<file path="src/rtl/io_command_queue_if.sv">
// Handshake bundle between the IO command queue, the core issue stage,
// the IO controller and the register-file writeback port.
interface io_command_queue_if #(
   parameter int DATA_WIDTH = 16
);
   // core issue side
   logic                  Cmd_Valid;
   logic                  Cmd_Ready;
   logic                  Cmd_CommandEn;
   logic                  Cmd_ResponseRequested;
   logic [3:0]            Cmd_DestReg;
   logic [DATA_WIDTH-1:0] Cmd_Data;

   // IO controller side
   logic                  IO_REQ;
   logic                  IO_ACK;
   logic                  IO_CommandEn;
   logic                  IO_ResponseRequested;
   logic [3:0]            IO_DestRegOut;
   logic [DATA_WIDTH-1:0] IO_DataOut;
   logic                  IO_RegResponseFlag;
   logic                  IO_MemResponseFlag;
   logic [3:0]            IO_DestRegIn;
   logic [DATA_WIDTH-1:0] IO_DataIn;

   // register-file writeback side
   logic                  WB_Valid;
   logic                  WB_Ready;
   logic [3:0]            WB_DestReg;
   logic [DATA_WIDTH-1:0] WB_Data;

   // the queue's view
   modport slave (
      input  Cmd_Valid, Cmd_CommandEn, Cmd_ResponseRequested, Cmd_DestReg, Cmd_Data,
      output Cmd_Ready,
      output IO_REQ, IO_CommandEn, IO_ResponseRequested, IO_DestRegOut, IO_DataOut,
      input  IO_ACK, IO_RegResponseFlag, IO_MemResponseFlag, IO_DestRegIn, IO_DataIn,
      output WB_Valid, WB_DestReg, WB_Data,
      input  WB_Ready
   );

   // the surrounding core/controller view
   modport master (
      output Cmd_Valid, Cmd_CommandEn, Cmd_ResponseRequested, Cmd_DestReg, Cmd_Data,
      input  Cmd_Ready,
      input  IO_REQ, IO_CommandEn, IO_ResponseRequested, IO_DestRegOut, IO_DataOut,
      output IO_ACK, IO_RegResponseFlag, IO_MemResponseFlag, IO_DestRegIn, IO_DataIn,
      input  WB_Valid, WB_DestReg, WB_Data,
      output WB_Ready
   );
endinterface

</file>
<file path="src/rtl/io_command_queue.sv">
// IO command queue: buffers core IO commands for a combinational GPIO controller
// and holds the controller's register response in a one-entry writeback slot.
module io_command_queue #(
   parameter int DEPTH      = 4,
   parameter int DATA_WIDTH = 16
) (
   input  logic                     clk,
   input  logic                     async_rst_n,
   input  logic                     clk_en,
   io_command_queue_if.slave        bus,
   output logic [$clog2(DEPTH):0]   Occupancy,
   output logic                     MemResp_Err
);

   localparam int PW = $clog2(DEPTH);

   typedef struct packed {
      logic                  commandEn;
      logic                  responseRequested;
      logic [3:0]            destReg;
      logic [DATA_WIDTH-1:0] data;
   } entry_t;

   typedef enum logic {
      SLOT_EMPTY,
      SLOT_FULL
   } slot_state_t;

   entry_t      mem [DEPTH];
   entry_t      head;
   logic [PW:0] rdPtr;
   logic [PW:0] wrPtr;
   logic        empty;
   logic        full;
   logic        slotFree;
   logic        ioReq;
   logic        pop;
   logic        cmdReady;
   logic        push;
   logic        capture;
   logic        drain;
   logic        wbValid;

   slot_state_t           slotState;
   slot_state_t           slotNext;
   logic [3:0]            wbDestReg;
   logic [DATA_WIDTH-1:0] wbData;

   // Extra pointer MSB distinguishes full from empty when the index bits match.
   assign empty = (rdPtr == wrPtr);
   assign full  = (rdPtr[PW] != wrPtr[PW]) && (rdPtr[PW-1:0] == wrPtr[PW-1:0]);
   assign head  = mem[rdPtr[PW-1:0]];

   assign slotFree = !wbValid || bus.WB_Ready;
   assign ioReq    = !empty && clk_en && (!head.responseRequested || slotFree);
   assign pop      = ioReq && bus.IO_ACK;
   assign cmdReady = clk_en && (!full || pop);
   assign push     = bus.Cmd_Valid && cmdReady;
   assign capture  = pop && bus.IO_RegResponseFlag;
   assign drain    = wbValid && bus.WB_Ready && clk_en;

   always_ff @(posedge clk or negedge async_rst_n) begin
      if (!async_rst_n) begin
         rdPtr <= '0;
         wrPtr <= '0;
      end else begin
         if (push) wrPtr <= wrPtr + 1'b1;
         if (pop)  rdPtr <= rdPtr + 1'b1;
      end
   end

   always_ff @(posedge clk) begin
      if (push) begin
         mem[wrPtr[PW-1:0]] <= '{
            commandEn:         bus.Cmd_CommandEn,
            responseRequested: bus.Cmd_ResponseRequested,
            destReg:           bus.Cmd_DestReg,
            data:              bus.Cmd_Data
         };
      end
   end

   // Writeback slot: state register
   always_ff @(posedge clk or negedge async_rst_n) begin
      if (!async_rst_n) slotState <= SLOT_EMPTY;
      else              slotState <= slotNext;
   end

   // Writeback slot: next state; a capture in a drain cycle reloads the slot
   always_comb begin
      slotNext = slotState;
      if (capture)    slotNext = SLOT_FULL;
      else if (drain) slotNext = SLOT_EMPTY;
   end

   // Writeback slot: outputs
   always_comb begin
      wbValid = (slotState == SLOT_FULL);
   end

   always_ff @(posedge clk or negedge async_rst_n) begin
      if (!async_rst_n) begin
         wbDestReg <= '0;
         wbData    <= '0;
      end else if (capture) begin
         wbDestReg <= bus.IO_DestRegIn;
         wbData    <= bus.IO_DataIn;
      end
   end

   // Memory responses are not supported; flag them and let the pop complete.
   always_ff @(posedge clk or negedge async_rst_n) begin
      if (!async_rst_n)                         MemResp_Err <= 1'b0;
      else if (pop && bus.IO_MemResponseFlag)   MemResp_Err <= 1'b1;
   end

   assign Occupancy = wrPtr - rdPtr;

   assign bus.Cmd_Ready            = cmdReady;
   assign bus.IO_REQ               = ioReq;
   assign bus.IO_CommandEn         = head.commandEn;
   assign bus.IO_ResponseRequested = head.responseRequested;
   assign bus.IO_DestRegOut        = head.destReg;
   assign bus.IO_DataOut           = head.data;
   assign bus.WB_Valid             = wbValid;
   assign bus.WB_DestReg           = wbDestReg;
   assign bus.WB_Data              = wbData;

endmodule

</file>
<file path="src/flat_wrapper.sv">
// flat-port wrapper written by rule: the top's interface ports become plain ports
module io_command_queue_flat 
#(
   parameter int DEPTH      = 4,
   parameter int DATA_WIDTH = 16
)
  (clk, async_rst_n, clk_en, Occupancy, MemResp_Err, bus_Cmd_Valid, bus_Cmd_CommandEn, bus_Cmd_ResponseRequested, bus_Cmd_DestReg, bus_Cmd_Data, bus_Cmd_Ready, bus_IO_REQ, bus_IO_CommandEn, bus_IO_ResponseRequested, bus_IO_DestRegOut, bus_IO_DataOut, bus_IO_ACK, bus_IO_RegResponseFlag, bus_IO_MemResponseFlag, bus_IO_DestRegIn, bus_IO_DataIn, bus_WB_Valid, bus_WB_DestReg, bus_WB_Data, bus_WB_Ready);
  io_command_queue_if #(.DATA_WIDTH(DATA_WIDTH)) bus_i ();
  input  logic clk;
  input  logic async_rst_n;
  input  logic clk_en;
  output logic [$clog2(DEPTH):0] Occupancy;
  output logic MemResp_Err;
  input wire logic [$bits(bus_i.Cmd_Valid)-1:0] bus_Cmd_Valid;
  input wire logic [$bits(bus_i.Cmd_CommandEn)-1:0] bus_Cmd_CommandEn;
  input wire logic [$bits(bus_i.Cmd_ResponseRequested)-1:0] bus_Cmd_ResponseRequested;
  input wire logic [$bits(bus_i.Cmd_DestReg)-1:0] bus_Cmd_DestReg;
  input wire logic [$bits(bus_i.Cmd_Data)-1:0] bus_Cmd_Data;
  output wire logic [$bits(bus_i.Cmd_Ready)-1:0] bus_Cmd_Ready;
  output wire logic [$bits(bus_i.IO_REQ)-1:0] bus_IO_REQ;
  output wire logic [$bits(bus_i.IO_CommandEn)-1:0] bus_IO_CommandEn;
  output wire logic [$bits(bus_i.IO_ResponseRequested)-1:0] bus_IO_ResponseRequested;
  output wire logic [$bits(bus_i.IO_DestRegOut)-1:0] bus_IO_DestRegOut;
  output wire logic [$bits(bus_i.IO_DataOut)-1:0] bus_IO_DataOut;
  input wire logic [$bits(bus_i.IO_ACK)-1:0] bus_IO_ACK;
  input wire logic [$bits(bus_i.IO_RegResponseFlag)-1:0] bus_IO_RegResponseFlag;
  input wire logic [$bits(bus_i.IO_MemResponseFlag)-1:0] bus_IO_MemResponseFlag;
  input wire logic [$bits(bus_i.IO_DestRegIn)-1:0] bus_IO_DestRegIn;
  input wire logic [$bits(bus_i.IO_DataIn)-1:0] bus_IO_DataIn;
  output wire logic [$bits(bus_i.WB_Valid)-1:0] bus_WB_Valid;
  output wire logic [$bits(bus_i.WB_DestReg)-1:0] bus_WB_DestReg;
  output wire logic [$bits(bus_i.WB_Data)-1:0] bus_WB_Data;
  input wire logic [$bits(bus_i.WB_Ready)-1:0] bus_WB_Ready;
  assign bus_i.Cmd_Valid = bus_Cmd_Valid;
  assign bus_i.Cmd_CommandEn = bus_Cmd_CommandEn;
  assign bus_i.Cmd_ResponseRequested = bus_Cmd_ResponseRequested;
  assign bus_i.Cmd_DestReg = bus_Cmd_DestReg;
  assign bus_i.Cmd_Data = bus_Cmd_Data;
  assign bus_Cmd_Ready = bus_i.Cmd_Ready;
  assign bus_IO_REQ = bus_i.IO_REQ;
  assign bus_IO_CommandEn = bus_i.IO_CommandEn;
  assign bus_IO_ResponseRequested = bus_i.IO_ResponseRequested;
  assign bus_IO_DestRegOut = bus_i.IO_DestRegOut;
  assign bus_IO_DataOut = bus_i.IO_DataOut;
  assign bus_i.IO_ACK = bus_IO_ACK;
  assign bus_i.IO_RegResponseFlag = bus_IO_RegResponseFlag;
  assign bus_i.IO_MemResponseFlag = bus_IO_MemResponseFlag;
  assign bus_i.IO_DestRegIn = bus_IO_DestRegIn;
  assign bus_i.IO_DataIn = bus_IO_DataIn;
  assign bus_WB_Valid = bus_i.WB_Valid;
  assign bus_WB_DestReg = bus_i.WB_DestReg;
  assign bus_WB_Data = bus_i.WB_Data;
  assign bus_i.WB_Ready = bus_WB_Ready;
  io_command_queue #(.DEPTH(DEPTH), .DATA_WIDTH(DATA_WIDTH)) u_core (.clk(clk), .async_rst_n(async_rst_n), .clk_en(clk_en), .bus(bus_i), .Occupancy(Occupancy), .MemResp_Err(MemResp_Err));
endmodule
</file>
<file path="config.mk">
export PLATFORM = sky130hd
export DESIGN_NAME = io_command_queue_flat
export DESIGN_NICKNAME = d
export VERILOG_FILES = /design/src/rtl/io_command_queue_if.sv /design/src/rtl/io_command_queue.sv /design/src/flat_wrapper.sv
export SDC_FILE = /design/constraint.sdc
export NUM_CORES = 1
export LEC_CHECK = 0
export ABC_CLOCK_PERIOD_IN_PS = 3900
export CORE_ASPECT_RATIO = 1.4
export CORE_MARGIN = 4
export CORE_UTILIZATION = 52
export CTS_BUF_LIST = sky130_fd_sc_hd__clkbuf_8
export DETAILED_ROUTE_END_ITERATION = 7
export GPL_TIMING_DRIVEN = 0
export PLACE_DENSITY = 0.82
export SYNTH_ARGS = -nofsm -noshare
export SYNTH_HDL_FRONTEND = slang
export SYNTH_SLANG_ARGS = --single-unit
</file>
<file path="constraint.sdc">
create_clock -name clk -period 3.9 [get_ports clk]
set_input_delay 0.78 -clock clk [delete_from_list [all_inputs] [get_ports clk]]
set_output_delay 0.78 -clock clk [all_outputs]
set_load 0.005 [all_outputs]
</file>
Word level (Yosys, flattened, before mapping)
Memory sizes are Yosys's and may differ from the RTL's.
Index checks and enable logic that the tools add are counted.
{"block": "classes", "add_sub_neg": 3, "mul": 0, "n_div": 0, "magnitude_cmp": 0, "n_eq_ne": 3, "shift": 0, "mux": 4, "bitwise": 0, "reduce_logical": 18}
{"op": "1-bit logical AND", "n": 10}
{"op": "3-bit by 1-bit adder with 3-bit output (second input constant)", "n": 2}
{"op": "1-bit logical NOT", "n": 4}
{"op": "1-bit two-way mux", "n": 4}
{"op": "3-bit equality test", "n": 1}
{"op": "1-bit logical OR", "n": 3}
{"op": "3-bit subtractor", "n": 1}
{"op": "2-bit equality test", "n": 1}
{"op": "2-bit nonzero test", "n": 1}
{"op": "1-bit inequality test", "n": 1}
{"block": "totals", "register_bits": 28, "latch_bits": 0, "ramBits": 88, "rom_bits": 0, "inputBits": 50, "output_inout_bits": 49, "elab_cells": 35, "memories": 1}
{"name": "u_core.mem", "words": 4, "width": 22, "read_ports": 1, "rd_clocked_by_memory_dff": 0, "wr": 1, "line_no": "io_command_queue.sv:29", "text": "entry_t mem [DEPTH];"}

Logic depth before layout (Yosys ltp)
Gate-level depths: netlist (run 1).
{"block": "depth", "depth_word": 10, "ltp_mapped": 9, "ltp_nobuf": 6}

Worst setup path before layout (run 1)
Ideal clock, no wire load.
{"block": "synth_path", "path_type": "register -> register", "start": "register u_core.rdPtr[1]", "end": "memory u_core.mem[3][0] in the netlist's numbering (enable)", "setup_ns": 0.411, "arrival_time_ns": 2.565, "t_required_ns": 3.489, "path_slack_ns": 0.924, "stages_incl_launch_ff": 8, "n_path_buf": 2, "period_less_slack_ns": 2.976, "cell_sequence": "dfrtp_1 buf_2 buf_1 inv_1 ha_1 nand2_1 nor2b_1 a21oi_1"}
{"block": "synth_between", "elab_chain_len": 10, "word_cells_on_any_way": 16, "cone_classes": "eq/ne: 2; mux: 2; reduce/logical: 11; memory: 1"}
{"item": "start, declared", "line_no": "io_command_queue.sv:31", "text": "logic [PW:0] rdPtr;"}
{"item": "start signal, assigned", "line_no": "io_command_queue.sv:68", "text": "if (pop) rdPtr <= rdPtr + 1'b1;"}
{"item": "memory read 4 x 22 bit / 3-bit equality test (equally long branches)"}
{"item": "1-bit logical NOT", "line_no": "io_command_queue.sv:55", "text": "assign ioReq = !empty && clk_en && (!head.responseRequested || slotFree);"}
{"item": "1-bit logical OR / 1-bit logical AND (equally long branches)", "line_no": "io_command_queue.sv:55"}
{"item": "1-bit logical AND", "line_no": "io_command_queue.sv:55"}
{"item": "1-bit logical AND", "line_no": "io_command_queue.sv:56", "text": "assign pop = ioReq && bus.IO_ACK;"}
{"item": "1-bit logical OR (*)", "line_no": "io_command_queue.sv:57", "text": "assign cmdReady = clk_en && (!full || pop);"}
{"item": "1-bit logical AND (*)", "line_no": "io_command_queue.sv:57"}
{"item": "1-bit logical AND (*)", "line_no": "io_command_queue.sv:58", "text": "assign push = bus.Cmd_Valid && cmdReady;"}
{"item": "1-bit two-way mux (*)", "line_no": "io_command_queue.sv:73", "text": "if (push) begin"}
{"item": "1-bit two-way mux (implied by the code) (*)", "line_no": "io_command_queue.sv:74", "text": "mem[wrPtr[PW-1:0]] <= '{"}
{"item": "end, declared", "line_no": "io_command_queue.sv:29"}
Mark *: on every way between the ends. The rest lies on a longest branch, timed or not.

Worst setup path after layout (run 1)
{"block": "layout_path", "start": "register u_core.rdPtr[1]", "end": "output bus_Cmd_Ready"}
{"block": "layout_between", "elab_chain_len": 7, "word_cells_on_any_way": 13, "cone_classes": "eq/ne: 2; reduce/logical: 10; memory: 1"}
{"item": "memory read 4 x 22 bit / 3-bit equality test (equally long branches)"}
{"item": "1-bit logical NOT", "line_no": "io_command_queue.sv:55"}
{"item": "1-bit logical OR / 1-bit logical AND (equally long branches)", "line_no": "io_command_queue.sv:55"}
{"item": "1-bit logical AND", "line_no": "io_command_queue.sv:55"}
{"item": "1-bit logical AND", "line_no": "io_command_queue.sv:56"}
{"item": "1-bit logical OR (*)", "line_no": "io_command_queue.sv:57"}
{"item": "1-bit logical AND (*)", "line_no": "io_command_queue.sv:57"}
{"item": "end, declared", "line_no": "flat_wrapper.sv:19", "text": "output wire logic [$bits(bus_i.Cmd_Ready)-1:0] bus_Cmd_Ready;"}
Marked as above.

==> results.json, run 1 <==
{
  "ant_nets": 0,
  "vias": 2340,
  "synth_nets": 272,
  "synth_area_leaders": "edfxtp_1 58%, dfrtp_1 15%, mux4_2 10%",
  "start_util_pct": 53.38,
  "area_delta_synth_final_pct": 35.22,
  "first_global_vias": 2647,
  "worst_pin_slew_ns": 1.172,
  "finalClockSkew_ns": 0.006848,
  "cts_buffer_depth": 2,
  "pre_cts_slack_ns": 0.3589,
  "rows": 40,
  "grt_pass1_wl_um": 13490,
  "switching_power_w": 0.001152,
  "yosysTopAreaCell": "edfxtp_1",
  "clkTransAtPathRegs_ns": 0.06,
  "fin_tns_setup_ns": 0,
  "cts.repair.resized": 0,
  "switching_share_pct": 24.70,
  "ioPinCount": 99,
  "p_int_w": 0.003511,
  "cts_buffers": 17,
  "cts_setup_buffers": 0,
  "final_common_cell": "clkdlybuf4s50_1",
  "core_area_mm2": 0.008558,
  "postSynthAreaPerCell_um2": 21.35,
  "syn-instance-count": 214,
  "synth-simple-area-share_pct": 1.945,
  "synth_area_mm2": 0.004568,
  "synth-adder-area-share_pct": 2.356,
  "synth_top_family_by_area": "multiplexers",
  "p_seq_share_pct": 36.7,
  "synth_compound_area_share_pct": 1.479,
  "synth_mux_area_share_pct": 18.08,
  "yosys.area.top_type_share_pct": 57.85,
  "grt_start_max_net_pins": 29,
  "antenna_cells": 0,
  "setup_slack_ns": 0.3795,
  "finalCriticalPeriod_ns": 3.521,
  "overflow": 0,
  "dp_cells": 417,
  "yosysWarnings": 0,
  "p_leak_nw": 2.269,
  "ys_types": 32,
  "drcViolationCount": 0,
  "cts_tree": "done",
  "finalNonFillerCells": 447,
  "min-delay-path-class": "input pin to asynchronous set/reset pin",
  "final_nets": 388,
  "wire_per_inst_um": 18.72,
  "fin_util_pct": 72.18,
  "power_frac_clock_pct": 29.0,
  "drive_gt1_share_pct": 24.27,
  "antenna_found_initial": 0,
  "start_kind": "register",
  "pwr-share-comb_pct": 34.3,
  "clkLatencyLatePin_ns": 0.42,
  "die_height_um": 118.9,
  "clock_sinks": 116,
  "worstPathArrival_ns": 2.74,
  "dp_hpwl_um": 5616,
  "fin_crit_sh_pct": 90.27,
  "drt_iter0_drc": 132,
  "finalMaxSlewViolations": 0,
  "htreeDepth": 4,
  "cp_max_fo": 16,
  "rsz0062_at_grt": "no",
  "yosysSeqAreaShare_pct": 73.19,
  "grt_usage_pct": 17.83,
  "ff2ff_setup_slack_ns": 0.66,
  "drt-total-wl_um": 8367,
  "status": "completed",
  "die_w_um": 87.22,
  "criticalPathCategory": "register to output port",
  "gp_congestion": 0.7158,
  "finalPower_w": 0.004663,
  "final_cell_mix": "97 x clkdlybuf4s50_1, 88 x edfxtp_1, 28 x dfrtp_1, 21 x mux4_2",
  "hold_violations": 0,
  "ir_drop_mv": 0.4231,
  "p_per_area_mw_per_mm2": 754.9,
  "portBuffers": 98,
  "die_area_mm2": 0.01037,
  "drv_cap": 0,
  "max_freq_ghz": 0.2840,
  "worst_setup_path_end_kind": "output port",
  "synth-xor-area-share_pct": 1.150,
  "post_drt_via_cell_ratio": 5.235,
  "root_buffer": "clkbuf_8",
  "ys_ff_latch": 116,
  "setup_viol": 0,
  "critical_path_required_ns": 3.12,
  "relSlewSlack_pct": 21.84,
  "first_pass_iters": 4
}
power groups by stage:
| stage | Combinational (W) | Sequential (W) | Clock (W) |
|---|---|---|---|
| floorplan | 0.000802 | 0.00172 | 0 |
| detailed placement | 0.00163 | 0.00173 | 0 |
| finish | 0.00160 | 0.00171 | 0.00135 |
| global route | 0.00174 | 0.00174 | 0.00144 |
| CTS | 0.00164 | 0.00172 | 0.00138 |
| global placement | 0.00159 | 0.00173 | 0 |
layout make-up:
cell class	instances	area (um^2)
clock buffers	19	261.5
clock inverters	12	232.7
inverters	7	26.28
well taps	105	131.4
fillers	523	2381
flip-flops and latches	116	3343
repair buffers	98	975.9
plain buffers	7	52.55
multi-input cells	83	1154
final timing paths:
kind | from | end | cells past startpoint
setup / recovery | u_core.rdPtr[1] | bus_Cmd_Ready | 8
hold / removal | async_rst_n | u_core.bus.WB_Data[15] | 1
setup reg to reg | u_core.rdPtr[1] | u_core.mem[1][2] | 5
hold reg to reg | u_core.MemResp_Err | u_core.MemResp_Err | 1
max in group asynchronous | async_rst_n | u_core.rdPtr[0] | 1
min in group clk | u_core.MemResp_Err | u_core.MemResp_Err | 1
repair_timing:
action / CTS / global route
setup endpoints to repair: 1 / 0
hold endpoints to repair: 0 / 0
hold buffers: 0 / 0
routing by layer:
| layer | track usage (%) | share of wire (%) | vias up |
|---|---|---|---|
| met5 | 0 | 0 | - |
| met4 | 6.910 | 0.91 | 0 |
| met3 | 8.512 | 9.7 | 6 |
| met2 | 28.90 | 52 | 97 |
| met1 | 20.19 | 37 | 1167 |
| li1 | - | - | 1070 |
worst max-delay path: stages, from the launching register on:
cell	delay [ns]
dfrtp_1	0.40
buf_2	0.40
inv_1	0.10
ha_1	0.29
nand2_1	0.06
o21ai_1	0.33
o21ai_0	0.14
and2_1	0.17
clkdlybuf4s50_1	0.44
sequential cells by signal (all words and copies together) (netlist names):
signal                 cells
u_core.rdPtr               3
u_core.bus.WB_Valid        1
u_core.MemResp_Err         1
u_core.mem                88
u_core.bus.WB_Data        16
u_core.bus.WB_DestReg      4
u_core.wrPtr               3
cell families after synthesis:
group	after synthesis
buf+inv	15
compound gates	8
simple gates	15
xor+xnor	6
flops	116
fa+ha+maj	8
mux	46
synthesized netlist by cell type:
library cell / instances
a21o_1: 2
a21oi_1: 2
and2_1: 4
buf_1: 1
buf_2: 3
buf_6: 3
clkbuf_1: 1
dfrtp_1: 28
edfxtp_1: 88
fa_1: 1
ha_1: 7
inv_1: 7
mux2_1: 1
mux2_2: 2
mux2_4: 19
mux2i_1: 2
mux2i_2: 1
mux4_2: 21
nand2_1: 3
nand3_1: 1
nand3b_1: 1
nor2_1: 2
nor2b_1: 1
nor3_1: 1
nor3_2: 1
o21ai_0: 1
o21ai_1: 1
o221ai_4: 1
o22ai_1: 1
or3b_4: 1
xnor2_1: 1
xor2_1: 5
metrics by stage:
step,hold WS [ns],area (um^2)
after floorplan,0.4510,4568
after global placement,0.4406,5680
after detailed placement,0.4468,5692
after CTS,0.4689,6182
after global routing,0.3984,6177
final,0.3747,6177
(Power assumes the default switching activity.)
==> run 2, diff against run 1 <==
--- a/config.mk
+++ b/config.mk
@@ -12,6 +12,7 @@
 export CTS_BUF_LIST = sky130_fd_sc_hd__clkbuf_8
 export DETAILED_ROUTE_END_ITERATION = 7
 export GPL_TIMING_DRIVEN = 0
+export HOLD_SLACK_MARGIN = 0.08
 export PLACE_DENSITY = 0.82
 export SYNTH_ARGS = -nofsm -noshare
 export SYNTH_HDL_FRONTEND = slang
==> results of run 2 <==
Same layout as run 1: the final DEF is identical, and so are final timing and power.
==> run 3, diff against run 2 <==
--- a/config.mk
+++ b/config.mk
@@ -9,7 +9,7 @@
 export CORE_ASPECT_RATIO = 1.4
 export CORE_MARGIN = 4
 export CORE_UTILIZATION = 52
-export CTS_BUF_LIST = sky130_fd_sc_hd__clkbuf_8
+export CTS_BUF_LIST = sky130_fd_sc_hd__clkbuf_2
 export DETAILED_ROUTE_END_ITERATION = 7
 export GPL_TIMING_DRIVEN = 0
 export HOLD_SLACK_MARGIN = 0.08
==> run 3 against run 2 <==
Utilization down 1.8 points. Non-clock buffer count unchanged. Wire length down 1.1%.
==> results.json, run 3 (same netlist as run 1, synthesis figures left out) <==
{
  "crit_family": "buffers and inverters",
  "drv_cap": 0,
  "status": "completed",
  "cts_buffers": 17,
  "worst_pin_slew_ns": 1.204,
  "ctsHoldBuffers": 0,
  "relSlewSlack_pct": 19.74,
  "clkLatencyLatePin_ns": 0.65,
  "wl_met3_um": 838,
  "root_buffer": "clkbuf_2",
  "overflow": 0,
  "wl_met2_um": 4246,
  "finalMaxSlewViolations": 0,
  "die_w_um": 87.22,
  "cts_buffer_depth": 2,
  "drcViolationCount": 0,
  "setup_viol": 0,
  "cp_max_fo": 16,
  "clock_sinks": 116,
  "area_delta_synth_final_pct": 31.77,
  "drt_iter0_drc": 118,
  "rows": 40,
  "antenna_found_initial": 0,
  "start_kind": "register",
  "worstPathArrival_ns": 2.83,
  "grt_pass1_wl_um": 13230,
  "drive_gt1_share_pct": 24.56,
  "start_util_pct": 53.38,
  "cts_tree": "done",
  "final_common_cell": "clkdlybuf4s50_1",
  "grt_usage_pct": 17.51,
  "largest_register_ffs": 88,
  "finalCriticalPeriod_ns": 3.611,
  "gp_congestion": 0.7158,
  "ir_drop_mv": 0.4110,
  "antenna_cells": 0,
  "die_height_um": 118.9,
  "finalPower_w": 0.004327,
  "cp_slowest_cell": "clkdlybuf4s50_1",
  "final_cell_mix": "97 x clkdlybuf4s50_1, 88 x edfxtp_1, 28 x dfrtp_1, 21 x mux4_2, 19 x mux2_4",
  "final_nets": 388,
  "portBuffers": 98,
  "grt_start_max_net_pins": 29,
  "drt-total-wl_um": 8275,
  "p_leak_nw": 2.205,
  "criticalPathCategory": "register to output port",
  "max_freq_ghz": 0.2769,
  "fin_util_pct": 70.34,
  "path_cells": "clkbuf_4 -> inv_1 -> ha_1 -> nand2_1 -> nor2b_1 -> o21ai_0 -> and2_1 -> clkdlybuf4s50_1",
  "clkTransAtPathRegs_ns": 0.16,
  "first_pass_iters": 4,
  "cp_num_buf_inv": 3,
  "dr.max_layer_used": "met4",
  "worst_setup_path_end_kind": "output port",
  "hold_violations": 0,
  "rsz0062_at_grt": "no",
  "wl_met1_um": 3055,
  "htreeDepth": 4,
  "critical_path_required_ns": 3.12,
  "finalClockSkew_ns": 0.02272,
  "vias": 2352,
  "ant_nets": 0,
  "p_per_area_mw_per_mm2": 718.8,
  "critPathMaxStageDelay_ns": 0.44,
  "dp_hpwl_um": 5616,
  "min-delay-path-class": "input pin to asynchronous set/reset pin",
  "die_area_mm2": 0.01037,
  "post_drt_via_cell_ratio": 5.262,
  "fin_tns_setup_ns": 0,
  "core_area_mm2": 0.008558,
  "fin_crit_sh_pct": 92.59,
  "first_global_vias": 2610,
  "ioPinCount": 99,
  "wire_per_inst_um": 18.51,
  "timing.hold.ws_ns": 0.1244
}
run 3: final cells by class:
class / count / area [um^2]
Sequential cell: 116 / 3343
Clock buffer: 18 / 90.09
Multi-Input combinational cell: 83 / 1161
Buffer: 7 / 55.05
Inverter: 7 / 26.28
Fill cell: 551 / 2539
Clock inverter: 13 / 236.5
Timing Repair Buffer: 98 / 975.9
Tap cell: 105 / 131.4
run 3: stage by stage:
stage          setup slack (ns)  cell area (um^2)  std cells
2_1_floorplan            0.9239              4568        214
3_3_place_gp            -0.2059              5680        417
3_5_place_dp             0.3589              5692        417
4_1_cts                 0.04391              6015        447
5_1_grt                 0.05981              6020        447
6_report                 0.2891              6020        447
run 3: routing by layer:
layer  track usage (%)  up-vias
li1                  -     1076
met1             19.51     1164
met2             28.52      101
met3             9.343       11
met4             5.758        0
met5                 0        -
run 3: final timing paths:
path                                    start                 end  slack [ns]  cells after the start
setup / recovery              u_core.rdPtr[1]       bus_Cmd_Ready        0.29                      8
hold / removal                    async_rst_n  u_core.MemResp_Err        0.12                      1
setup reg to reg              u_core.rdPtr[1]   u_core.mem[0][17]        0.81                      5
hold reg to reg            u_core.MemResp_Err  u_core.MemResp_Err        0.48                      1
max in group asynchronous         async_rst_n     u_core.rdPtr[0]        3.35                      1
min in group clk           u_core.MemResp_Err  u_core.MemResp_Err        0.48                      1
run 3: power breakdown:
group	total (W)	switching [W]	internal, W
logic	0.00160	0.000590	0.00101
registers	0.00171	0.000121	0.00159
clock network	0.00102	0.000413	0.000604
total	0.00433	0.00112	0.00320
run 3: timing repair:
action | in CTS | in global routing
resized for setup | 0 | 3
endpoints found under the setup margin | 2 | 1
cloned | 0 | 0
setup buffers | 0 | 0
